[src/rtl/alarm_pkg.sv]
// Shared definitions for the mm:ss time counter.
// Holds the state encoding, the BCD digit width and the field maximum.
package alarm_pkg;

    localparam int BCD_W     = 4;
    localparam int FIELD_MAX = 59;

    localparam logic [1:0] ST_RUN    = 2'd0;
    localparam logic [1:0] ST_PAUSE  = 2'd1;
    localparam logic [1:0] ST_ADJUST = 2'd2;

    localparam logic [3:0] BLANK_MIN = 4'b1100;
    localparam logic [3:0] BLANK_SEC = 4'b0011;
    localparam logic [3:0] BLANK_ALL = 4'b1111;

    typedef logic [BCD_W-1:0] bcd_t;

endpackage

[src/rtl/bcd_mod60.sv]
// Two-digit BCD counter, 00..FIELD_MAX, with a combinational wrap
// pulse that is high when an increment takes the field back to 00.
module bcd_mod60
    import alarm_pkg::*;
(
    input  logic clk,
    input  logic rst,
    input  logic inc_i,
    output logic wrap_o,
    output bcd_t tens_o,
    output bcd_t ones_o
);

    localparam bcd_t MAX_T = bcd_t'(FIELD_MAX / 10);
    localparam bcd_t MAX_O = bcd_t'(FIELD_MAX % 10);

    bcd_t tens_q, tens_d;
    bcd_t ones_q, ones_d;
    logic at_max;

    assign at_max = (tens_q == MAX_T) && (ones_q == MAX_O);
    assign wrap_o = inc_i && at_max;
    assign tens_o = tens_q;
    assign ones_o = ones_q;

    always_comb begin
        tens_d = tens_q;
        ones_d = ones_q;
        if (inc_i) begin
            if (at_max) begin
                tens_d = '0;
                ones_d = '0;
            end else if (ones_q == bcd_t'(9)) begin
                tens_d = tens_q + bcd_t'(1);
                ones_d = '0;
            end else begin
                ones_d = ones_q + bcd_t'(1);
            end
        end
    end

    always_ff @(posedge clk or posedge rst) begin
        if (rst) begin
            tens_q <= '0;
            ones_q <= '0;
        end else begin
            tens_q <= tens_d;
            ones_q <= ones_d;
        end
    end

endmodule

[src/rtl/time_counter.sv]
// mm:ss counter with run/pause/adjust modes, driven by synchronised
// divided-clock levels sampled in the single clk domain.
module time_counter
    import alarm_pkg::*;
#(
    parameter int SYNC_STAGES = 2
) (
    input  logic             clk,
    input  logic             rst,
    input  logic             clk_1hz,
    input  logic             clk_fast,
    input  logic             clk_blink,
    input  logic             adj,
    input  logic             sel,
    input  logic             pause_pulse,
    output logic [BCD_W-1:0] min_tens,
    output logic [BCD_W-1:0] min_ones,
    output logic [BCD_W-1:0] sec_tens,
    output logic [BCD_W-1:0] sec_ones,
    output logic [3:0]       digit_blank,
    output logic             rollover
);

    // lvl bits: 4=1hz 3=fast 2=blink 1=adj 0=sel
    logic [4:0]             sync_q [SYNC_STAGES];
    logic [4:0]             lvl;
    logic [SYNC_STAGES-1:0] fill_q;
    logic [1:0]             prev_q;

    logic       tick_1hz, tick_fast;
    logic       blink_s, adj_s, sel_s;
    logic [1:0] state_q, state_d;
    logic       paused_q, paused_d;
    logic [3:0] blank_q, blank_d;
    logic       roll_q, roll_d;
    logic       run, adjm;
    logic       sec_inc, min_inc, sec_wrap, min_wrap;

    assign lvl     = sync_q[SYNC_STAGES-1];
    assign blink_s = lvl[2];
    assign adj_s   = lvl[1];
    assign sel_s   = lvl[0];

    assign tick_1hz  = lvl[4] & ~prev_q[1];
    assign tick_fast = lvl[3] & ~prev_q[0];

    // prev holds at 1 until the chain has filled, so a level that is
    // already high at reset release is not mistaken for a rising edge
    always_ff @(posedge clk or posedge rst) begin
        if (rst) begin
            for (int i = 0; i < SYNC_STAGES; i++) sync_q[i] <= '0;
            fill_q <= '0;
            prev_q <= 2'b11;
        end else begin
            sync_q[0] <= {clk_1hz, clk_fast, clk_blink, adj, sel};
            for (int i = 1; i < SYNC_STAGES; i++) sync_q[i] <= sync_q[i-1];
            fill_q <= {fill_q[SYNC_STAGES-2:0], 1'b1};
            if (fill_q[SYNC_STAGES-1]) prev_q <= lvl[4:3];
        end
    end

    always_comb begin
        state_d  = state_q;
        paused_d = paused_q;
        if (adj_s) begin
            state_d = ST_ADJUST;
        end else begin
            unique case (state_q)
                ST_ADJUST: state_d = paused_q ? ST_PAUSE : ST_RUN;
                ST_RUN: begin
                    if (pause_pulse) begin
                        state_d  = ST_PAUSE;
                        paused_d = 1'b1;
                    end
                end
                ST_PAUSE: begin
                    if (pause_pulse) begin
                        state_d  = ST_RUN;
                        paused_d = 1'b0;
                    end
                end
                default: state_d = ST_RUN;
            endcase
        end
    end

    assign run  = (state_q == ST_RUN);
    assign adjm = (state_q == ST_ADJUST);

    assign sec_inc = (run & tick_1hz) | (adjm & sel_s & tick_fast);
    assign min_inc = (run & tick_1hz & sec_wrap)
                   | (adjm & ~sel_s & tick_fast);
    assign roll_d  = run & tick_1hz & sec_wrap & min_wrap;

    // blank follows the next state so it lines up with the digits
    always_comb begin
        blank_d = '0;
        if (blink_s) begin
            unique case (state_d)
                ST_ADJUST: blank_d = sel_s ? BLANK_SEC : BLANK_MIN;
                ST_PAUSE:  blank_d = BLANK_ALL;
                default:   blank_d = '0;
            endcase
        end
    end

    always_ff @(posedge clk or posedge rst) begin
        if (rst) begin
            state_q  <= ST_RUN;
            paused_q <= 1'b0;
            blank_q  <= '0;
            roll_q   <= 1'b0;
        end else begin
            state_q  <= state_d;
            paused_q <= paused_d;
            blank_q  <= blank_d;
            roll_q   <= roll_d;
        end
    end

    bcd_mod60 u_sec (
        .clk    (clk),
        .rst    (rst),
        .inc_i  (sec_inc),
        .wrap_o (sec_wrap),
        .tens_o (sec_tens),
        .ones_o (sec_ones)
    );

    bcd_mod60 u_min (
        .clk    (clk),
        .rst    (rst),
        .inc_i  (min_inc),
        .wrap_o (min_wrap),
        .tens_o (min_tens),
        .ones_o (min_ones)
    );

    assign digit_blank = blank_q;
    assign rollover    = roll_q;

endmodule

[config.mk]
export PLATFORM = sky130hd
export DESIGN_NAME = time_counter
export DESIGN_NICKNAME = d
export VERILOG_FILES = /design/src/rtl/alarm_pkg.sv /design/src/rtl/bcd_mod60.sv /design/src/rtl/time_counter.sv
export SDC_FILE = /design/constraint.sdc
export NUM_CORES = 1
export LEC_CHECK = 0
export CAP_MARGIN = 20
export CORE_MARGIN = 5
export CORE_UTILIZATION = 55
export CTS_CLUSTER_DIAMETER = 200
export DETAILED_ROUTE_END_ITERATION = 8
export GPL_TIMING_DRIVEN = 0
export PLACE_DENSITY = 0.83
export SLEW_MARGIN = 20
export SYNTH_ARGS = -nofsm -noshare
export SYNTH_HDL_FRONTEND = slang
export SYNTH_SLANG_ARGS = --single-unit
[constraint.sdc]
create_clock -name clk -period 3.11 [get_ports clk]
set_input_delay 0.311 -clock clk [delete_from_list [all_inputs] [get_ports clk]]
set_output_delay 0.311 -clock clk [all_outputs]
set_load 0.01 [all_outputs]
==> impl_metrics.tcl, run 1 <==
set metrics [dict create \
    cts_buffer_depth 2 \
    worst_slack_ns 1.22 \
    wire_per_inst_um 14.0 \
    io_buffers 28 \
    min_period_over_period 0.607 \
    vias_per_cell 5.53 \
    syn2layout_area_growth_pct 24.6 \
    ys_seq_area_frac 0.563 \
    start_kind "flip-flop" \
    p_clk_frac 0.242 \
    hpwl_um 2110 \
    clockRootBuffer "clkbuf_4" \
    design_area_mm2 0.00200 \
    postCtsSetupBuffers 0 \
    placed_area_mm2 0.00192 \
    worst-r2r-cell-count 7 \
    dr.pass1.iters 4 \
    hold_start "sync_q[8]" \
    routabilityCongestion 0.755 \
    antenna_found_initial 0 \
    clk_pin_slew_worst_paths_ns 0.10 \
    synthCells 138 \
    r2r_end "u_min.tens_o[1]" \
    power_per_cell_area_mw_per_mm2 651 \
    fmax_ghz 0.530 \
    p_sw_frac 0.300 \
    arrival_ns 2.11 \
    syn_area_per_cell_um2 11.6 \
    core_mm2 0.00278 \
    cts_resized 0 \
    row_count 19 \
    power_frac_seq 0.487 \
    tightest_slew_ns 0.713 \
    start_util 0.577 \
    synth_area_leader_cell "dfrtp_1" \
    hold_viol_final 0 \
    cp-endpoint "u_min.tens_o[1]" \
    slew_viol_final 0 \
    drt_iter0_drc 27 \
    syn_nets 154 \
    seqCellArea_um2 903 \
    grt_pass1_wl_um 5010 \
    yosysTopAreaCellShare 0.530 \
    postCtsHoldBufs 0 \
    die_y_um 64.0 \
    drcViolationCount 0 \
    syn-cell-area_mm2 0.00160 \
    min_period_ns 1.89 \
    cts_tree "done" \
    vias 1133 \
    regToRegSetupSlack_ns 1.22 \
    drive_above_1_share 0.155 \
    cts_buffers 5 \
    worst_setup_path_end_kind "flip-flop" \
    max_slew_margin 0.524 \
    leakage_nw 0.923 \
    crit_required_ns 3.34 \
    crit_type "reg2reg" \
    gr-total-overflow 0 \
    ys_async_sr_fraction 1.00 \
    fin_nets 189 \
    synthDistinctLibCells 40 \
    dp_slack_ns 1.08 \
    insertion_delay_ns 0.33 \
    ys_warn_count 0 \
    power.switching_mw 0.390 \
    cts_sinks 36 \
    final-setup-viol-count 0 \
    synth_edf_count 0 \
    p_int_mw 0.912 \
    status "finished, final reports clean" \
    grt_max_degree 37 \
    n_fill_cell 189 \
    htree_num_levels 2 \
    final_core_util 0.719 \
    skew_ns 0.0109 \
    startpoint "u_sec.ones_o[1]" \
    synth_seq_cells 36 \
    multi_input_comb_area_um2 624 \
    p_comb_frac 0.272 \
    tns_ns 0 \
    antenna_cells 0 \
    ir_drop_mv 0.731 \
    antenna_left 0 \
    wl_um 2870 \
    synth_area_leaders "dfrtp_1, ha_1, mux2_2, dfstp_2, nor2_1" \
    grt_usage 0.155 \
    critPathMaxFanout 10 \
    rsz0062_at_grt "false" \
    synth_ff_type "dfrtp_1" \
    die_x_um 64.0 \
    io_pins 29 \
    max_cap_violations 0 \
    fp.dieArea_mm2 0.00410 \
    rr_startpoint "u_sec.ones_o[1]" \
    hold_path_class "reg2reg" \
    grt_pass1_vias 1139 \
]
-- synthesized netlist by cell type, types with 2 or more instances --
cell type	instances
nor3_1	3
buf_4	4
dfrtp_1	34
or3_1	2
ha_1	8
o31ai_1	3
nand3_1	2
o21ai_0	4
inv_1	10
a21oi_1	7
nor2_1	13
nand2_1	4
o21ai_1	2
mux2_2	7
xnor2_1	2
o41ai_1	2
nand2b_1	2
and3b_1	3
dfstp_2	2
nor2b_1	2
and3_1	3
-- worst min path at each step --
stage / slack, ns / depth (start not counted) / to
after CTS: 0.35 / 0 / lvl[3]
after global routing: 0.37 / 0 / lvl[3]
after floorplan: 0.33 / 0 / fill_q[1]
after global placement: 0.33 / 0 / lvl[1]
after detailed placement: 0.34 / 0 / lvl[2]
final: 0.36 / 0 / lvl[3]
-- flip-flops by register name, summed over array words and instances, names as in the netlist --
signal	flops
paused_q	1
u_min.tens_o	4
u_min.ones_o	4
prev_q	2
state_q	2
sync_q	5
rollover	1
u_sec.ones_o	4
lvl	5
u_sec.tens_o	4
digit_blank	2
fill_q	2
-- layout by cell type (no fill, tap or decap), types with 2 or more instances in the layout --
cell,instances
nand3_1,2
clkbuf_4,5
and3_1,3
xnor2_1,2
mux2_2,7
o41ai_1,2
inv_1,9
dfstp_2,2
o21ai_0,4
nor3_1,3
or3_1,2
clkdlybuf4s50_1,28
and3b_1,3
nor2b_1,2
o21ai_1,2
nor2_1,13
ha_1,8
clkbuf_1,2
buf_4,4
nand2_1,4
o31ai_1,3
nand2b_1,2
a21oi_1,7
dfrtp_1,34
-- metrics by stage --
stage	cells	power [mW]	hold slack, ns
floorplan	138	0.815	0.331
CTS	205	1.32	0.354
finish	205	1.30	0.358
global route	205	1.39	0.372
detailed placement	197	0.998	0.337
global placement	197	0.977	0.333
-- critical path: stages, from the launching register on --
cell and delay [ns]:
dfrtp_1 0.45, inv_1 0.07, ha_1 0.20, and3b_1 0.21
and3_1 0.18, buf_4 0.17, o21ai_2 0.16, mux2_2 0.35
-- cell type report --
type | count | area share
Buffer | 6 | 0.0194
Clock buffer | 6 | 0.0207
Tap cell | 31 | 0.0194
Clock inverter | 2 | 0.0175
Timing Repair Buffer | 28 | 0.140
Inverter | 10 | 0.0188
Sequential cell | 36 | 0.452
Multi-Input combinational cell | 86 | 0.312
-- logic make-up after synthesis --
kind of cell / after synthesis / synth area share
multiplexers: 8 / 0.0562
XOR/XNOR: 2 / 0.0109
AND/OR/NAND/NOR: 39 / 0.137
adder cells (fa/ha/maj): 8 / 0.0624
AO/OA/AOI/OAI: 28 / 0.121
other: 1 / 0.00234
buffers and inverters: 16 / 0.0476
flip-flops: 36 / 0.563
-- per-layer routing --
layer  global-route usage  wire (µm)  up-vias
met3               0.0473         99        5
met4               0.0701         57        0
met1                0.180       1260      561
li1                     -          -      547
met5                    0          0        -
met2                0.263       1460       20
-- power by group through the flow --
stage / Combinational [mW] / Sequential (mW) / Clock [mW]
after floorplan: 0.163 / 0.652 / 0
after global placement: 0.342 / 0.635 / 0
after detailed placement: 0.355 / 0.644 / 0
after CTS: 0.357 / 0.634 / 0.325
after global routing: 0.390 / 0.651 / 0.345
final: 0.354 / 0.634 / 0.315
No activity file was read; power rests on OpenSTA's default activity.
==> run 2: changes to the inputs <==
--- a/config.mk
+++ b/config.mk
@@ -7,11 +7,11 @@
 export LEC_CHECK = 0
 export CAP_MARGIN = 20
 export CORE_MARGIN = 5
-export CORE_UTILIZATION = 55
+export CORE_UTILIZATION = 46
 export CTS_CLUSTER_DIAMETER = 200
 export DETAILED_ROUTE_END_ITERATION = 8
 export GPL_TIMING_DRIVEN = 0
-export PLACE_DENSITY = 0.83
+export PLACE_DENSITY = 0.74
 export SLEW_MARGIN = 20
 export SYNTH_ARGS = -nofsm -noshare
 export SYNTH_HDL_FRONTEND = slang
==> constraint.sdc (replaced) <==
create_clock -name clk -period 1.7 [get_ports clk]
set_input_delay 0.17 -clock clk [delete_from_list [all_inputs] [get_ports clk]]
set_output_delay 0.17 -clock clk [all_outputs]
set_load 0.01 [all_outputs]
==> run 2 against run 1 <==
- final cell count increased by 11%
- combinational power grew 120%
- sequential power rose by 80%
- register-to-register slack got worse by 1.2 ns
- sequential cell count stayed put
- via count grew 3.8%
- setup slack got worse by 1.2 ns
- non-clock buffer count rose by 7
- largest power group unchanged
==> impl_metrics.tcl, run 2 (synthesized netlist as in run 1, its figures left out) <==
set metrics [dict create \
    grtUsageMet3 0.0538 \
    design_area_mm2 0.00214 \
    routabilityCongestion 0.763 \
    max_cap_violations 0 \
    final_common_cell "dfrtp_1" \
    hold_viol_final 0 \
    instances_no_fill 227 \
    grt_pass1_wl_um 5740 \
    wl_um 3270 \
    gr-total-overflow 0 \
    min_period_ns 1.66 \
    arrival_ns 1.89 \
    skew_ns 0.00541 \
    leakage_nw 0.969 \
    start_util 0.477 \
    start_kind "flip-flop" \
    cp_top_family "simple AND/OR/NAND/NOR gates" \
    r2r_end "u_min.tens_o[3]" \
    worst-path-buf-inv 0 \
    grt_max_degree 37 \
    fp.dieArea_mm2 0.00477 \
    hpwl_um 2230 \
    io_buffers 28 \
    layout_common_cells "dfrtp_1, clkdlybuf4s50_1, buf_4" \
    slew_viol_final 0 \
    clockRootBuffer "clkbuf_4" \
    wire_per_inst_um 14.4 \
    clk_pin_slew_worst_paths_ns 0.10 \
    max_slew_margin 0.512 \
    p_int_mw 1.65 \
    cp.depth 4 \
    final-setup-viol-count 0 \
    fmax_ghz 0.603 \
    vias 1176 \
    cts_sinks 36 \
    grt_usage 0.151 \
    core_mm2 0.00336 \
    drt_iter0_drc 39 \
    antenna_found_initial 0 \
    tightest_slew_ns 0.731 \
    power.switching_mw 0.751 \
    dr.pass1.iters 4 \
    ir_drop_mv 0.662 \
    htree_num_levels 2 \
    cts_buffers 5 \
    cts_tree "done" \
    critPathMaxFanout 10 \
    min_period_over_period 0.976 \
    die_x_um 69.1 \
    row_count 21 \
    status "finished, final reports clean" \
    regToRegSetupSlack_ns 0.04 \
    grt.met2_usage 0.269 \
    crit_required_ns 1.93 \
    crit_type "reg2reg" \
    placed_area_mm2 0.00197 \
    worst_setup_path_end_kind "flip-flop" \
    rsz0062_at_grt "true" \
    top_usage_layer "met2" \
    fin_nets 196 \
    placed_cells 212 \
    cp_slowest_stage_delay_ns 0.46 \
    insertion_delay_ns 0.34 \
    worst-r2r-cell-count 4 \
    power_per_cell_area_mw_per_mm2 1120 \
    drcViolationCount 0 \
    drive_above_1_share 0.265 \
    use_met1 0.156 \
    power_frac_seq 0.477 \
    antenna_cells 0 \
    p_clk_frac 0.197 \
    critPathSlowestCell "dfrtp_2" \
    syn2layout_area_growth_pct 33.2 \
    rr_startpoint "state_q[0]" \
    antenna_left 0 \
    path_cells "nor4b_4, and3_4, o211ai_2, mux2_4" \
    hold_path_class "in2async" \
    die_y_um 69.1 \
    p_sw_frac 0.313 \
    cts_buffer_depth 2 \
    n_fill_cell 302 \
    vias_per_cell 5.18 \
    io_pins 29 \
    grt_pass1_vias 1311 \
    p_comb_frac 0.327 \
]
==> run 2: cell count changes in the layout (fill, tap and decap cells not counted), sizes merged <==
cell	change
clkinv	-1
buf	+7
clkbuf	+2
bufinv	-1
==> run 2: power by group through the flow <==
stage	Sequential, mW	Combinational, mW	Clock, mW
global route	1.17	0.857	0.529
finish	1.14	0.783	0.471
detailed placement	1.18	0.669	0
CTS	1.13	0.771	0.490
global placement	1.17	0.643	0
floorplan	1.20	0.310	0
==> run 2: final cells by class <==
class / count / area [µm²] / area share
Sequential cell: 36 / 908 / 0.425
Multi-Input combinational cell: 86 / 701 / 0.328
Timing Repair Buffer: 36 / 340 / 0.159
Clock buffer: 8 / 58.8 / 0.0275
Tap cell: 46 / 57.6 / 0.0269
Inverter: 10 / 37.5 / 0.0176
Buffer: 5 / 33.8 / 0.0158
==> run 2: worst max path at each step <==
stage,slack (ns),end,startpoint
6_report,0.04,u_min.tens_o[3],state_q[0]
4_1_cts,-0.01,u_min.tens_o[1],u_sec.tens_o[0]
5_1_grt,-0.05,digit_blank[2],state_q[1]
3_3_place_gp,-0.14,u_sec.ones_o[0],rst
3_5_place_dp,-0.17,digit_blank[2],pause_pulse
2_1_floorplan,-0.03,u_min.tens_o[0],u_sec.tens_o[1]
==> run 2: per-layer routing <==
layer / wire (µm) / up-vias
met4: 99 / 0
met1: 1330 / 584
met2: 1720 / 20
li1: - / 561
met3: 117 / 11
met5: 0 / -
==> run 2: through the flow <==
| stage | util | hold WS (ns) | power (mW) | worst slack [ns] | setup TNS, ns |
|---|---|---|---|---|---|
| floorplan | - | 0.201 | 1.51 | -0.0261 | -0.0749 |
| global placement | 0.584 | 0.334 | 1.81 | -0.136 | -1.72 |
| detailed placement | 0.584 | 0.339 | 1.85 | -0.166 | -0.805 |
| CTS | 0.627 | 0.247 | 2.40 | -0.0119 | -0.0304 |
| global route | 0.635 | 0.242 | 2.55 | -0.0538 | -0.212 |
| finish | 0.635 | 0.256 | 2.40 | 0.0405 | 0 |
==> run 2: repair_timing <==
item | in CTS | in global routing
hold buffers | 0 | 0
resized for setup | 8 | 9
pin swaps | 4 | 4
setup endpoints to repair | 7 | 12
setup buffers | 7 | 1
